## config.mk

```make
export PLATFORM = sky130hd
export DESIGN_NAME = load_store_unit
export DESIGN_NICKNAME = d
export VERILOG_FILES = /design/src/rtl/load_store_unit.sv
export SDC_FILE = /design/constraint.sdc
export NUM_CORES = 1
export LEC_CHECK = 0
export ABC_CLOCK_PERIOD_IN_PS = 16000
export CORE_AREA = 2 2 156 158
export CTS_CLUSTER_SIZE = 25
export DETAILED_ROUTE_END_ITERATION = 8
export DIE_AREA = 0 0 158 160
export GPL_ROUTABILITY_DRIVEN = 0
export HOLD_SLACK_MARGIN = 0.06
export PLACE_DENSITY = 0.91
export SLEW_MARGIN = 20
export SYNTH_ARGS = -nofsm -noshare
export SYNTH_HDL_FRONTEND = slang
export SYNTH_SLANG_ARGS = --single-unit
```

## constraint.sdc

```tcl
create_clock -name clk -period 16 [get_ports clk]
set_clock_uncertainty 0.2 [all_clocks]
set_input_delay 3.2 -clock clk [delete_from_list [all_inputs] [get_ports clk]]
set_output_delay 3.2 -clock clk [all_outputs]
set_load 0.005 [all_outputs]
```

## src/rtl/load_store_unit.sv

```systemverilog
// RV64I load/store stage: turns an ALU effective address into one aligned
// doubleword access on a valid/ready data port, with lane steering and load extension.
module load_store_unit #(
  parameter int DATA_W = 64
) (
  input  logic                  clk,
  input  logic                  reset,
  input  logic                  req_valid,
  input  logic                  req_we,
  input  logic [2:0]            req_funct3,
  input  logic [DATA_W-1:0]     req_addr,
  input  logic [DATA_W-1:0]     req_wdata,
  output logic                  stall,
  output logic                  done,
  output logic                  fault,
  output logic [DATA_W-1:0]     load_data,
  output logic                  mem_req,
  output logic                  mem_we,
  output logic [DATA_W-1:0]     mem_addr,
  output logic [DATA_W-1:0]     mem_wdata,
  output logic [DATA_W/8-1:0]   mem_be,
  input  logic                  mem_ready,
  input  logic                  mem_rvalid,
  input  logic [DATA_W-1:0]     mem_rdata
);

  typedef enum logic [1:0] {IDLE, REQ, WAIT_R, DONE} state_t;

  state_t     state;
  state_t     state_next;
  logic [2:0] funct3_q;
  logic [2:0] offset_q;
  logic       launch;
  logic       capture;
  logic       illegal;

  function automatic logic is_illegal(input logic we, input logic [2:0] f3, input logic [2:0] a);
    logic bad_f3;
    logic mis;
    bad_f3 = we ? f3[2] : (f3 == 3'b111);
    case (f3[1:0])
      2'b00:   mis = 1'b0;
      2'b01:   mis = a[0];
      2'b10:   mis = (a[1:0] != 2'b00);
      default: mis = (a != 3'b000);
    endcase
    return bad_f3 | mis;
  endfunction

  function automatic logic [7:0] lane_be(input logic [1:0] sz, input logic [2:0] off);
    logic [7:0] m;
    case (sz)
      2'b00:   m = 8'h01;
      2'b01:   m = 8'h03;
      2'b10:   m = 8'h0F;
      default: m = 8'hFF;
    endcase
    return m << off;
  endfunction

  function automatic logic [63:0] lane_wdata(input logic [63:0] d, input logic [1:0] sz, input logic [2:0] off);
    logic [63:0] keep;
    case (sz)
      2'b00:   keep = 64'h0000_0000_0000_00FF;
      2'b01:   keep = 64'h0000_0000_0000_FFFF;
      2'b10:   keep = 64'h0000_0000_FFFF_FFFF;
      default: keep = 64'hFFFF_FFFF_FFFF_FFFF;
    endcase
    return (d & keep) << {off, 3'b000};
  endfunction

  function automatic logic [63:0] extract(input logic [63:0] d, input logic [2:0] f3, input logic [2:0] off);
    logic [63:0] sh;
    logic [63:0] r;
    sh = d >> {off, 3'b000};
    case (f3)
      3'b000:  r = {{56{sh[7]}}, sh[7:0]};
      3'b001:  r = {{48{sh[15]}}, sh[15:0]};
      3'b010:  r = {{32{sh[31]}}, sh[31:0]};
      3'b100:  r = {56'd0, sh[7:0]};
      3'b101:  r = {48'd0, sh[15:0]};
      3'b110:  r = {32'd0, sh[31:0]};
      default: r = sh;
    endcase
    return r;
  endfunction

  assign illegal = is_illegal(req_we, req_funct3, req_addr[2:0]);
  assign stall   = ((state == IDLE) & req_valid) | (state == REQ) | (state == WAIT_R);

  // Next-state decode plus the launch/capture strobes for the register block.
  always_comb begin
    state_next = state;
    launch     = 1'b0;
    capture    = 1'b0;
    case (state)
      IDLE: begin
        if (req_valid && illegal) begin
          state_next = DONE;
        end else if (req_valid) begin
          state_next = REQ;
          launch     = 1'b1;
        end else begin
          state_next = IDLE;
        end
      end
      REQ: begin
        if (mem_ready && mem_we) begin
          state_next = DONE;
        end else if (mem_ready && mem_rvalid) begin
          state_next = DONE;
          capture    = 1'b1;
        end else if (mem_ready) begin
          state_next = WAIT_R;
        end else begin
          state_next = REQ;
        end
      end
      WAIT_R: begin
        if (mem_rvalid) begin
          state_next = DONE;
          capture    = 1'b1;
        end else begin
          state_next = WAIT_R;
        end
      end
      DONE:    state_next = IDLE;
      default: state_next = IDLE;
    endcase
  end

  // State, registered handshake outputs, request latch and load result.
  always_ff @(posedge clk or posedge reset) begin
    if (reset) begin
      state     <= IDLE;
      done      <= 1'b0;
      fault     <= 1'b0;
      mem_req   <= 1'b0;
      mem_we    <= 1'b0;
      mem_addr  <= '0;
      mem_wdata <= '0;
      mem_be    <= '0;
      load_data <= '0;
      funct3_q  <= 3'b000;
      offset_q  <= 3'b000;
    end else begin
      state   <= state_next;
      done    <= (state_next == DONE);
      fault   <= (state == IDLE) && (state_next == DONE);
      mem_req <= (state_next == REQ);
      if (launch) begin
        mem_we    <= req_we;
        mem_addr  <= {req_addr[DATA_W-1:3], 3'b000};
        mem_be    <= req_we ? lane_be(req_funct3[1:0], req_addr[2:0]) : 8'h00;
        mem_wdata <= req_we ? lane_wdata(req_wdata, req_funct3[1:0], req_addr[2:0]) : 64'd0;
        funct3_q  <= req_funct3;
        offset_q  <= req_addr[2:0];
      end
      if (capture) begin
        load_data <= extract(mem_rdata, funct3_q, offset_q);
      end
    end
  end

endmodule

```

==> results of run 1 <==
-- logic make-up (layout without fill, tap and decap cells) --
group	Yosys count	count (layout)	share of synthesized area, %
fa+ha+maj	4	4	0.429
buf+inv	119	465	5.10
compound gates	386	386	21.2
mux	163	163	16.4
flops	209	209	44.8
other cells	1	3	0.0321
simple gates	324	324	12.1
-- metal layers --
metal	track usage (%)	vias to the layer above	routed length [microns]
li1	-	5032	-
met1	38.7	5453	14800
met2	54.6	854	20400
met3	10.2	204	5290
met4	19.0	2	2920
met5	0	-	13
-- sequential cells by signal, indices dropped and copies added (netlist names), 2 cells and up --
register	flops
mem_addr	61
mem_be	8
load_data	64
state	2
mem_wdata	64
offset_q	3
funct3_q	3
-- final cells by class --
| type | count | area [sq um] | share of cell area, % |
|---|---|---|---|
| sequential | 209 | 5240 | 31.9 |
| inverter | 10 | 45.0 | 0.274 |
| timing repair buffer | 413 | 4100 | 25.0 |
| tap | 324 | 405 | 2.47 |
| clock buffer | 35 | 703 | 4.28 |
| multi-input combinational | 880 | 5870 | 35.7 |
| clock inverter | 7 | 66.3 | 0.404 |
-- through the flow --
| step | worst slack, ns | utilization, % | cells | hold WS (ns) |
|---|---|---|---|---|
| floorplan | 6.89 | - | 1208 | 0.267 |
| global placement | 7.90 | 65.7 | 1836 | 0.258 |
| detailed placement | 7.90 | 65.7 | 1836 | 0.268 |
| CTS | 7.89 | 69.0 | 1878 | 0.278 |
| global route | 7.86 | 69.0 | 1878 | 0.309 |
| finish | 7.91 | 69.0 | 1878 | 0.273 |
-- cell usage in the layout (no fill, tap or decap), drive strengths merged, types with 23 or more instances in the layout --
cell	count
mux2	87
clkbuf	35
nand2	132
nor2b	31
o21ai	81
a31oi	28
dfrtp	209
mux2i	62
a211oi	29
o31ai	23
nor2	125
a21oi	123
clkdlybuf4s50	400
-- tightest hold or removal path, stage by stage, from the launching register on --
cell,delay [ns]
dfrtp_1,0.33
nand2_1,0.05
o31ai_1,0.06
-- worst max-delay path by stage --
stage / start / endpoint / slack, ns / depth (start not counted)
after floorplan: reset / done$_DFF_PP0_ / 6.89 / 1
after global placement: req_valid / stall / 7.90 / 4
after detailed placement: req_valid / stall / 7.90 / 4
after CTS: req_valid / stall / 7.89 / 4
after global routing: req_valid / stall / 7.86 / 4
final: req_valid / stall / 7.91 / 4
-- power by group through the flow --
| stage | logic [mW] | clock network, mW | registers, mW |
|---|---|---|---|
| CTS | 1.32 | 0.549 | 0.967 |
| finish | 1.33 | 0.543 | 0.972 |
| floorplan | 0.679 | 0 | 0.899 |
| global placement | 1.27 | 0 | 0.955 |
| detailed placement | 1.31 | 0 | 0.970 |
| global route | 1.43 | 0.570 | 0.997 |
==> impl_metrics.csv, run 1 <==
group,metric,value,unit
power_and_ir_drop,power.total,2.84,mW
cts,cts_sinks,209,
timing,maxSlewHeadroom,28.5,%
grt,overflow,0,
min_path,hold_depth,2,
drt,drtPass1Iterations,9,
die,io_pins,406,
drt,routedWlPerCell,23.2,microns
cts,clkLatencyLatePin,0.53,ns
synthesis,syn_avg_cell_area,9.68,sq um
placement,place_hpwl,30700,microns
cts,cts_max_path_buffers,3,
synthesis,async_reset_ff_share,100,%
die,die_h,160,microns
status,status,"finished, violations left",
power_and_ir_drop,p_leak,6.77,nW
cts,cts_setup_buffers,0,
grt,grt_antenna_before_repair,1,
synthesis,syn-instance-count,1206,
power_and_ir_drop,seq_power_share,34.2,%
setup_path,r2r_start,"offset_q[0]$_DFFE_PP0P_",
timing,fin_crit,8.09,ns
timing,fmax,0.124,GHz
synthesis,synth_edf_count,0,
final_layout,design_area,0.0164,sq mm
setup_path,rr_worst_depth,6,
grt,grt_usage,33.4,%
drt,vias,11500,
min_path,hold_class,"reg -> reg",
timing,hold_viol,0,
timing,grt_setup_unrepaired,"no",
final_layout,syn_to_final_growth,40.8,%
synthesis,syn_area,0.0117,sq mm
die,dieWidth,158,microns
synthesis,synth.most_common_cell,"dfrtp_1",
timing,period_share,50.6,%
die,core,0.0238,sq mm
synthesis,ys_seq_elements,209,
cts,clockRootBuffer,"clkbuf_16",
grt,grt_pass1_vias,11600,
synthesis,synth_top_area_cell,"dfrtp_1",
min_path,hold_end,"mem_wdata[21]$_DFFE_PP0P_",
final_layout,nets,1743,
cts,cts_hold_buf,0,
drt,drc_errors,11,
cts,path_clk_slew,0.05,ns
setup_path,cp-start-kind,"input pin",
flow_run,cap_violations,0,
cts,htreeDepth,1,
power_and_ir_drop,p_comb_share,46.7,%
setup_path,path_common_cell,"clkdlybuf4s50_1",
grt,grt_pass1_wl,65400,microns
final_layout,nFillCells,1778,
min_path,hold_start,"mem_wdata[21]$_DFFE_PP0P_",
timing,worstMarginPinSlew,1.07,ns
final_layout,drive_gt1_share,11.3,%
grt,grt_start_max_net_pins,129,
placement,io_buffers,402,
drt,ant_nets,0,
synthesis,synth_top_area_share,44.8,%
timing,setup_viol,0,
drt,first_iter_violations,1330,
cts,cts_buffers,24,
die,floorplan.initialDensity,49.0,%
placement,placed_cell_area,0.0157,sq mm
synthesis,seq_area_frac_synth,44.8,%
setup_path,cp_cell_sequence,"clkdlybuf4s50_1, and2_1, or3_1, clkdlybuf4s50_1",
synthesis,yosys-top-cells-count,"dfrtp_1, nand2_1, nor2_1",
power_and_ir_drop,clockPowerShare,19.1,%
cts,cts_resized,0,
timing,tns,0,ns
status,violations,"design-rule violations",
setup_path,rrSetupSlack,12.85,ns
setup_path,path_delay_family,"buffers and inverters",
timing,drv_slew,0,
drt,viasPerCell,6.15,
setup_path,critical_path_class,"in -> out",
power_and_ir_drop,netSwitchingFraction,36.0,%
final_layout,n_antenna_cell,0,
synthesis,synth_cell_types,56,
synthesis,synth_area_leaders,"dfrtp_1, mux2_2, mux2i_1, a21oi_1, nand2_1",
setup_path,worstPathMaxFanout,4,
setup_path,setup.worst_path.end_class,"primary output",
die,dieArea,0.0253,sq mm
power_and_ir_drop,vdd_drop_max,123,uV
setup_path,cp.required,12.60,ns
setup_path,path_buf_inv,2,
setup_path,cp_slowest_cell,"clkdlybuf4s50_1",
setup_path,worstReg2RegEnd,"load_data[37]$_DFFE_PP0P_",
setup_path,critical_path.max_stage_delay,0.48,ns
synthesis,yosys_most_used_dff,"dfrtp_1",
die,fp-row-count,57,
power_and_ir_drop,p_sw,1.02,mW
cts,cts_tree,"done",
drt,routed_wl,43500,microns
power_and_ir_drop,p_int,1.82,mW
setup_path,arrival,4.69,ns
synthesis,ys_warn_count,0,
power_and_ir_drop,power_density,173,mW/mm^2
No activity file was read; power rests on OpenSTA's default activity.
==> run 2: changes to the inputs <==
==> config.mk (replaced) <==
export PLATFORM = sky130hd
export DESIGN_NAME = load_store_unit
export DESIGN_NICKNAME = d
export VERILOG_FILES = /design/src/rtl/load_store_unit.sv
export SDC_FILE = /design/constraint.sdc
export NUM_CORES = 1
export LEC_CHECK = 0
export ABC_CLOCK_PERIOD_IN_PS = 8200
export CORE_UTILIZATION = 46
export CTS_CLUSTER_SIZE = 25
export DETAILED_ROUTE_END_ITERATION = 8
export GPL_ROUTABILITY_DRIVEN = 0
export HOLD_SLACK_MARGIN = 0.06
export PLACE_DENSITY = 0.85
export SLEW_MARGIN = 20
export SYNTH_ARGS = -nofsm -noshare
export SYNTH_HDL_FRONTEND = slang
export SYNTH_SLANG_ARGS = --single-unit
==> constraint.sdc (replaced) <==
create_clock -name clk -period 8.2 [get_ports clk]
set_clock_uncertainty 0.2 [all_clocks]
set_input_delay 1.64 -clock clk [delete_from_list [all_inputs] [get_ports clk]]
set_output_delay 1.64 -clock clk [all_outputs]
set_load 0.005 [all_outputs]
==> impl_metrics.csv, run 2 (synthesis gave the netlist of run 1 again) <==
group,metric,value,unit
setup_path,worstPathMaxFanout,4,
final_layout,syn_to_final_growth,40.5,%
setup_path,setup.worst_path.end_class,"primary output",
timing,fin_crit,4.94,ns
drt,vias,11400,
final_layout,final_cell_mix,"clkdlybuf4s50_1, dfrtp_1, nand2_1",
cts,clockRootBuffer,"clkbuf_16",
final_layout,fin_util,66.7,%
timing,maxSlewHeadroom,21.4,%
timing,tns,0,ns
setup_path,critical_path.max_stage_delay,0.45,ns
die,die_h,161,microns
cts,cts_max_path_buffers,3,
die,dieWidth,161,microns
flow_run,cap_violations,0,
cts,cts_sinks,209,
timing,fmax,0.202,GHz
cts,htreeDepth,1,
drt,viasPerCell,6.08,
cts,clkLatencyLatePin,0.52,ns
drt,routed_wl,42100,microns
placement,place_hpwl,30100,microns
setup_path,arrival,3.10,ns
timing,worstMarginPinSlew,1.17,ns
final_layout,nFillCells,1923,
power_and_ir_drop,clockPowerShare,18.7,%
setup_path,cp.required,6.36,ns
drt,drc_errors,0,
final_layout,drive_gt1_share,11.3,%
cts,cts_resized,0,
timing,drv_slew,0,
grt,grt_usage,31.9,%
cts,cts_hold_buf,0,
timing,period_share,60.3,%
cts,cts_setup_buffers,0,
power_and_ir_drop,seq_power_share,33.1,%
setup_path,cp-start-kind,"input pin",
setup_path,cp_cell_sequence,"clkdlybuf4s50_1, and2_1, or3_1, clkdlybuf4s50_1",
timing,hold_viol,0,
min_path,hold_class,"reg -> reg",
power_and_ir_drop,p_sw,1.95,mW
power_and_ir_drop,netSwitchingFraction,35.7,%
drt,first_iter_violations,1379,
final_layout,nets,1744,
final_layout,multi_input_area,0.00587,sq mm
status,status,"completed",
setup_path,critical_path_class,"in -> out",
cts,cts_tree,"done",
final_layout,regArea,0.00524,sq mm
drt,drtPass1Iterations,6,
grt,grt_pass1_wl,64800,microns
final_layout,layout_commonest_cell,"clkdlybuf4s50_1",
drt,routedWlPerCell,22.4,microns
placement,io_buffers,402,
power_and_ir_drop,p_int,3.51,mW
grt,grt_pass1_vias,11400,
power_and_ir_drop,p_comb_share,48.2,%
timing,grt_setup_unrepaired,"no",
grt,grt_start_max_net_pins,91,
setup_path,cp_slowest_cell,"clkdlybuf4s50_1",
setup_path,rrSetupSlack,4.99,ns
power_and_ir_drop,power_density,333,mW/mm^2
die,dieArea,0.0260,sq mm
die,io_pins,406,
cts,path_clk_slew,0.06,ns
cts,cts_buffers,24,
die,fp-row-count,57,
timing,setup_viol,0,
final_layout,reg.largest.list,"load_data (64), mem_wdata (64), mem_addr (61)",
grt,overflow,0,
setup_path,path_common_cell,"clkdlybuf4s50_1",
final_layout,n_antenna_cell,0,
grt,grt_antenna_before_repair,0,
die,floorplan.initialDensity,47.4,%
drt,ant_nets,0,
die,core,0.0246,sq mm
power_and_ir_drop,vdd_drop_max,194,uV
power_and_ir_drop,p_leak,6.76,nW
[run 2: final cells by class]
| cell class | instances | share of cell area (%) |
|---|---|---|
| clock buffer | 32 | 3.91 |
| clock inverter | 10 | 0.565 |
| inverter | 10 | 0.275 |
| multi-input combinational | 880 | 35.8 |
| sequential | 209 | 31.9 |
| tap | 324 | 2.47 |
| timing repair buffer | 414 | 25.0 |
[run 2: path summary, 6_finish.rpt]
| path | from | end | cells past startpoint |
|---|---|---|---|
| max reg2reg | offset_q[1]$_DFFE_PP0P_ | load_data[41]$_DFFE_PP0P_ | 7 |
| min reg2reg | load_data[4]$_DFFE_PP0P_ | load_data[4]$_DFFE_PP0P_ | 2 |
| max in group asynchronous | reset | load_data[19]$_DFFE_PP0P_ | 3 |
| max | req_valid | stall | 4 |
| min | load_data[4]$_DFFE_PP0P_ | load_data[4]$_DFFE_PP0P_ | 2 |
| min in group asynchronous | reset | load_data[52]$_DFFE_PP0P_ | 2 |
[run 2: power by group through the flow]
stage | combinational [mW] | sequential (mW) | clock [mW]
after floorplan | 1.33 | 1.75 | 0
after global placement | 2.55 | 1.80 | 0
after detailed placement | 2.61 | 1.81 | 0
after CTS | 2.63 | 1.80 | 1.03
after global routing | 2.83 | 1.86 | 1.08
final | 2.63 | 1.81 | 1.02
[run 2: metal layers]
| metal | up-vias | GRT usage, % | wire (microns) | share of wire, % |
|---|---|---|---|---|
| li1 | 5017 | - | - | - |
| met1 | 5447 | 38.7 | 15100 | 36 |
| met2 | 792 | 52.9 | 19900 | 47 |
| met4 | 0 | 18.6 | 2800 | 6.6 |
| met5 | - | 0 | 0 | 0 |
| met3 | 175 | 6.42 | 4240 | 10 |
[run 2: worst max-delay path: cells and delay by family]
family | cells | cell delay (ns)
buf+inv | 2 | 0.89
simple gates | 2 | 0.57
[run 2: metrics by stage]
stage	instances	worst slack, ns	power (mW)	hold slack [ns]	area, sq um
6_report	1879	3.26	5.46	0.282	16400
5_1_grt	1879	3.21	5.77	0.311	16400
4_1_cts	1879	3.25	5.46	0.286	16400
3_5_place_dp	1837	3.02	4.42	0.271	15700
3_3_place_gp	1837	3.10	4.36	0.260	15700
2_1_floorplan	1208	0.651	3.08	0.267	11700
==> run 3: changes to the inputs <==
--- a/config.mk
+++ b/config.mk
@@ -5,7 +5,7 @@
 export SDC_FILE = /design/constraint.sdc
 export NUM_CORES = 1
 export LEC_CHECK = 0
-export ABC_CLOCK_PERIOD_IN_PS = 8200
+export ABC_CLOCK_PERIOD_IN_PS = 4900
 export CORE_UTILIZATION = 46
 export CTS_CLUSTER_SIZE = 25
 export DETAILED_ROUTE_END_ITERATION = 8
==> constraint.sdc (replaced) <==
create_clock -name clk -period 4.9 [get_ports clk]
set_clock_uncertainty 0.2 [all_clocks]
set_input_delay 0.98 -clock clk [delete_from_list [all_inputs] [get_ports clk]]
set_output_delay 0.98 -clock clk [all_outputs]
set_load 0.005 [all_outputs]
==> impl_metrics.csv, run 3 (synthesis gave the netlist of run 1 again) <==
group,metric,value,unit
timing,fmax,0.275,GHz
grt,grt_pass1_wl,64500,microns
drt,routed_wl,42300,microns
grt,grt_antenna_before_repair,0,
flow_run,cap_violations,0,
status,status,"completed",
timing,period_share,74.3,%
grt,grt_start_max_net_pins,93,
setup_path,worstReg2RegEnd,"load_data[21]$_DFFE_PP0P_",
drt,vias,11500,
grt,grt_usage,32.0,%
timing,tns,0,ns
setup_path,critical_path.max_stage_delay,0.45,ns
setup_path,cp_slowest_cell,"clkdlybuf4s50_1",
drt,drtPass1Iterations,6,
timing,drv_slew,0,
die,die_h,161,microns
setup_path,cp.required,3.72,ns
final_layout,reg.largest.list,"load_data (64), mem_wdata (64), mem_addr (61)",
timing,fin_ws,1.26,ns
final_layout,n_antenna_cell,0,
cts,cts_resized,0,
cts,cts_buffers,24,
timing,setup_viol,0,
final_layout,syn_to_final_growth,41.9,%
placement,dp_slack,0.962,ns
setup_path,rrSetupSlack,1.93,ns
die,floorplan.initialDensity,47.4,%
final_layout,layout_commonest_cell,"clkdlybuf4s50_1",
setup_path,path_delay_family,"buffers and inverters",
final_layout,nets,1754,
power_and_ir_drop,p_leak,6.84,nW
cts,cts_tree,"done",
timing,hold_viol,0,
drt,ant_nets,0,
setup_path,rr_worst_depth,5,
setup_path,setup.worst_path.end_class,"primary output",
setup_path,r2r_start,"offset_q[0]$_DFFE_PP0P_",
drt,routedWlPerCell,22.3,microns
final_layout,final_cell_mix,"clkdlybuf4s50_1, dfrtp_1, nand2_1",
setup_path,cp_cell_sequence,"clkdlybuf4s50_1, and2_1, or3_1, clkdlybuf4s50_1",
die,io_pins,406,
min_path,hold_start,"mem_wdata[17]$_DFFE_PP0P_",
setup_path,worstPathMaxFanout,4,
cts,cts_max_path_buffers,3,
setup_path,arrival,2.46,ns
timing,worstMarginPinSlew,1.08,ns
setup_path,path_buf_inv,2,
placement,place_hpwl,31000,microns
timing,fin_crit,3.64,ns
cts,path_clk_slew,0.06,ns
min_path,hold_depth,2,
cts,htreeDepth,1,
die,core,0.0246,sq mm
min_path,hold_end,"mem_wdata[17]$_DFFE_PP0P_",
min_path,hold_class,"reg -> reg",
power_and_ir_drop,vdd_drop_max,365,uV
final_layout,drive_gt1_share,12.2,%
die,fp-row-count,57,
timing,maxSlewHeadroom,28.3,%
drt,first_iter_violations,1681,
cts,cts_sinks,209,
power_and_ir_drop,power_density,557,mW/mm^2
grt,grt_pass1_vias,11300,
cts,cts_setup_buffers,0,
cts,clkLatencyLatePin,0.51,ns
drt,viasPerCell,6.10,
die,dieArea,0.0260,sq mm
setup_path,critical_path_class,"in -> out",
timing,grt_setup_unrepaired,"no",
drt,drc_errors,0,
cts,cts_hold_buf,0,
grt,overflow,0,
setup_path,cp-start-kind,"input pin",
die,dieWidth,161,microns
timing,worst_hold_slack,0.274,ns
setup_path,path_common_cell,"clkdlybuf4s50_1",
cts,clockRootBuffer,"clkbuf_16",
final_layout,nFillCells,1878,
placement,io_buffers,402,
final_layout,fin_util,67.3,%
==> run 3: how the worst max path moves through the flow <==
stage / from / endpoint / slack, ns / cells past startpoint
detailed placement: req_funct3[0] / mem_addr[28]$_DFFE_PP0P_ / 0.96 / 6
finish: req_valid / stall / 1.26 / 4
global placement: req_funct3[0] / mem_addr[55]$_DFFE_PP0P_ / 1.04 / 6
floorplan: reset / done$_DFF_PP0_ / 1.01 / 1
global route: req_valid / stall / 1.22 / 4
CTS: req_valid / stall / 1.26 / 4
==> run 3: through the flow <==
stage / cells / total power, mW / cell area (sq um)
2_1_floorplan: 1208 / 5.15 / 11700
3_3_place_gp: 1847 / 7.32 / 15800
3_5_place_dp: 1847 / 7.43 / 15800
4_1_cts: 1891 / 9.24 / 16600
5_1_grt: 1891 / 9.73 / 16600
6_report: 1891 / 9.22 / 16600
==> run 3: worst min-delay path, stage by stage (launching register included) <==
cell and delay [ns]:
dfrtp_1 0.34, nand2_1 0.05, o31ai_1 0.05
==> run 3: where the power goes <==
group          leakage, nW  total, mW  internal, mW  switching, mW
Clock                0.385       1.76          1.02          0.739
Combinational         3.86       4.31          2.43           1.88
Sequential            2.60       3.15          2.48          0.673
Total                 6.84       9.22          5.93           3.29
==> run 3: metal layers <==
layer	part of all wire (%)	vias up	track usage (%)
li1	-	5054	-
met1	36	5439	39.3
met2	47	864	52.9
met3	11	176	6.75
met4	6.2	0	17.2
met5	0	-	0
==> run 3: layout make-up <==
cell class	count	area (sq um)	area share, %
clock buffers	31	667	4.03
clock inverters	13	110	0.665
inverters	10	41.3	0.249
multi-input cells	880	5870	35.5
flip-flops and latches	209	5240	31.6
well taps	324	405	2.45
repair buffers	424	4230	25.5
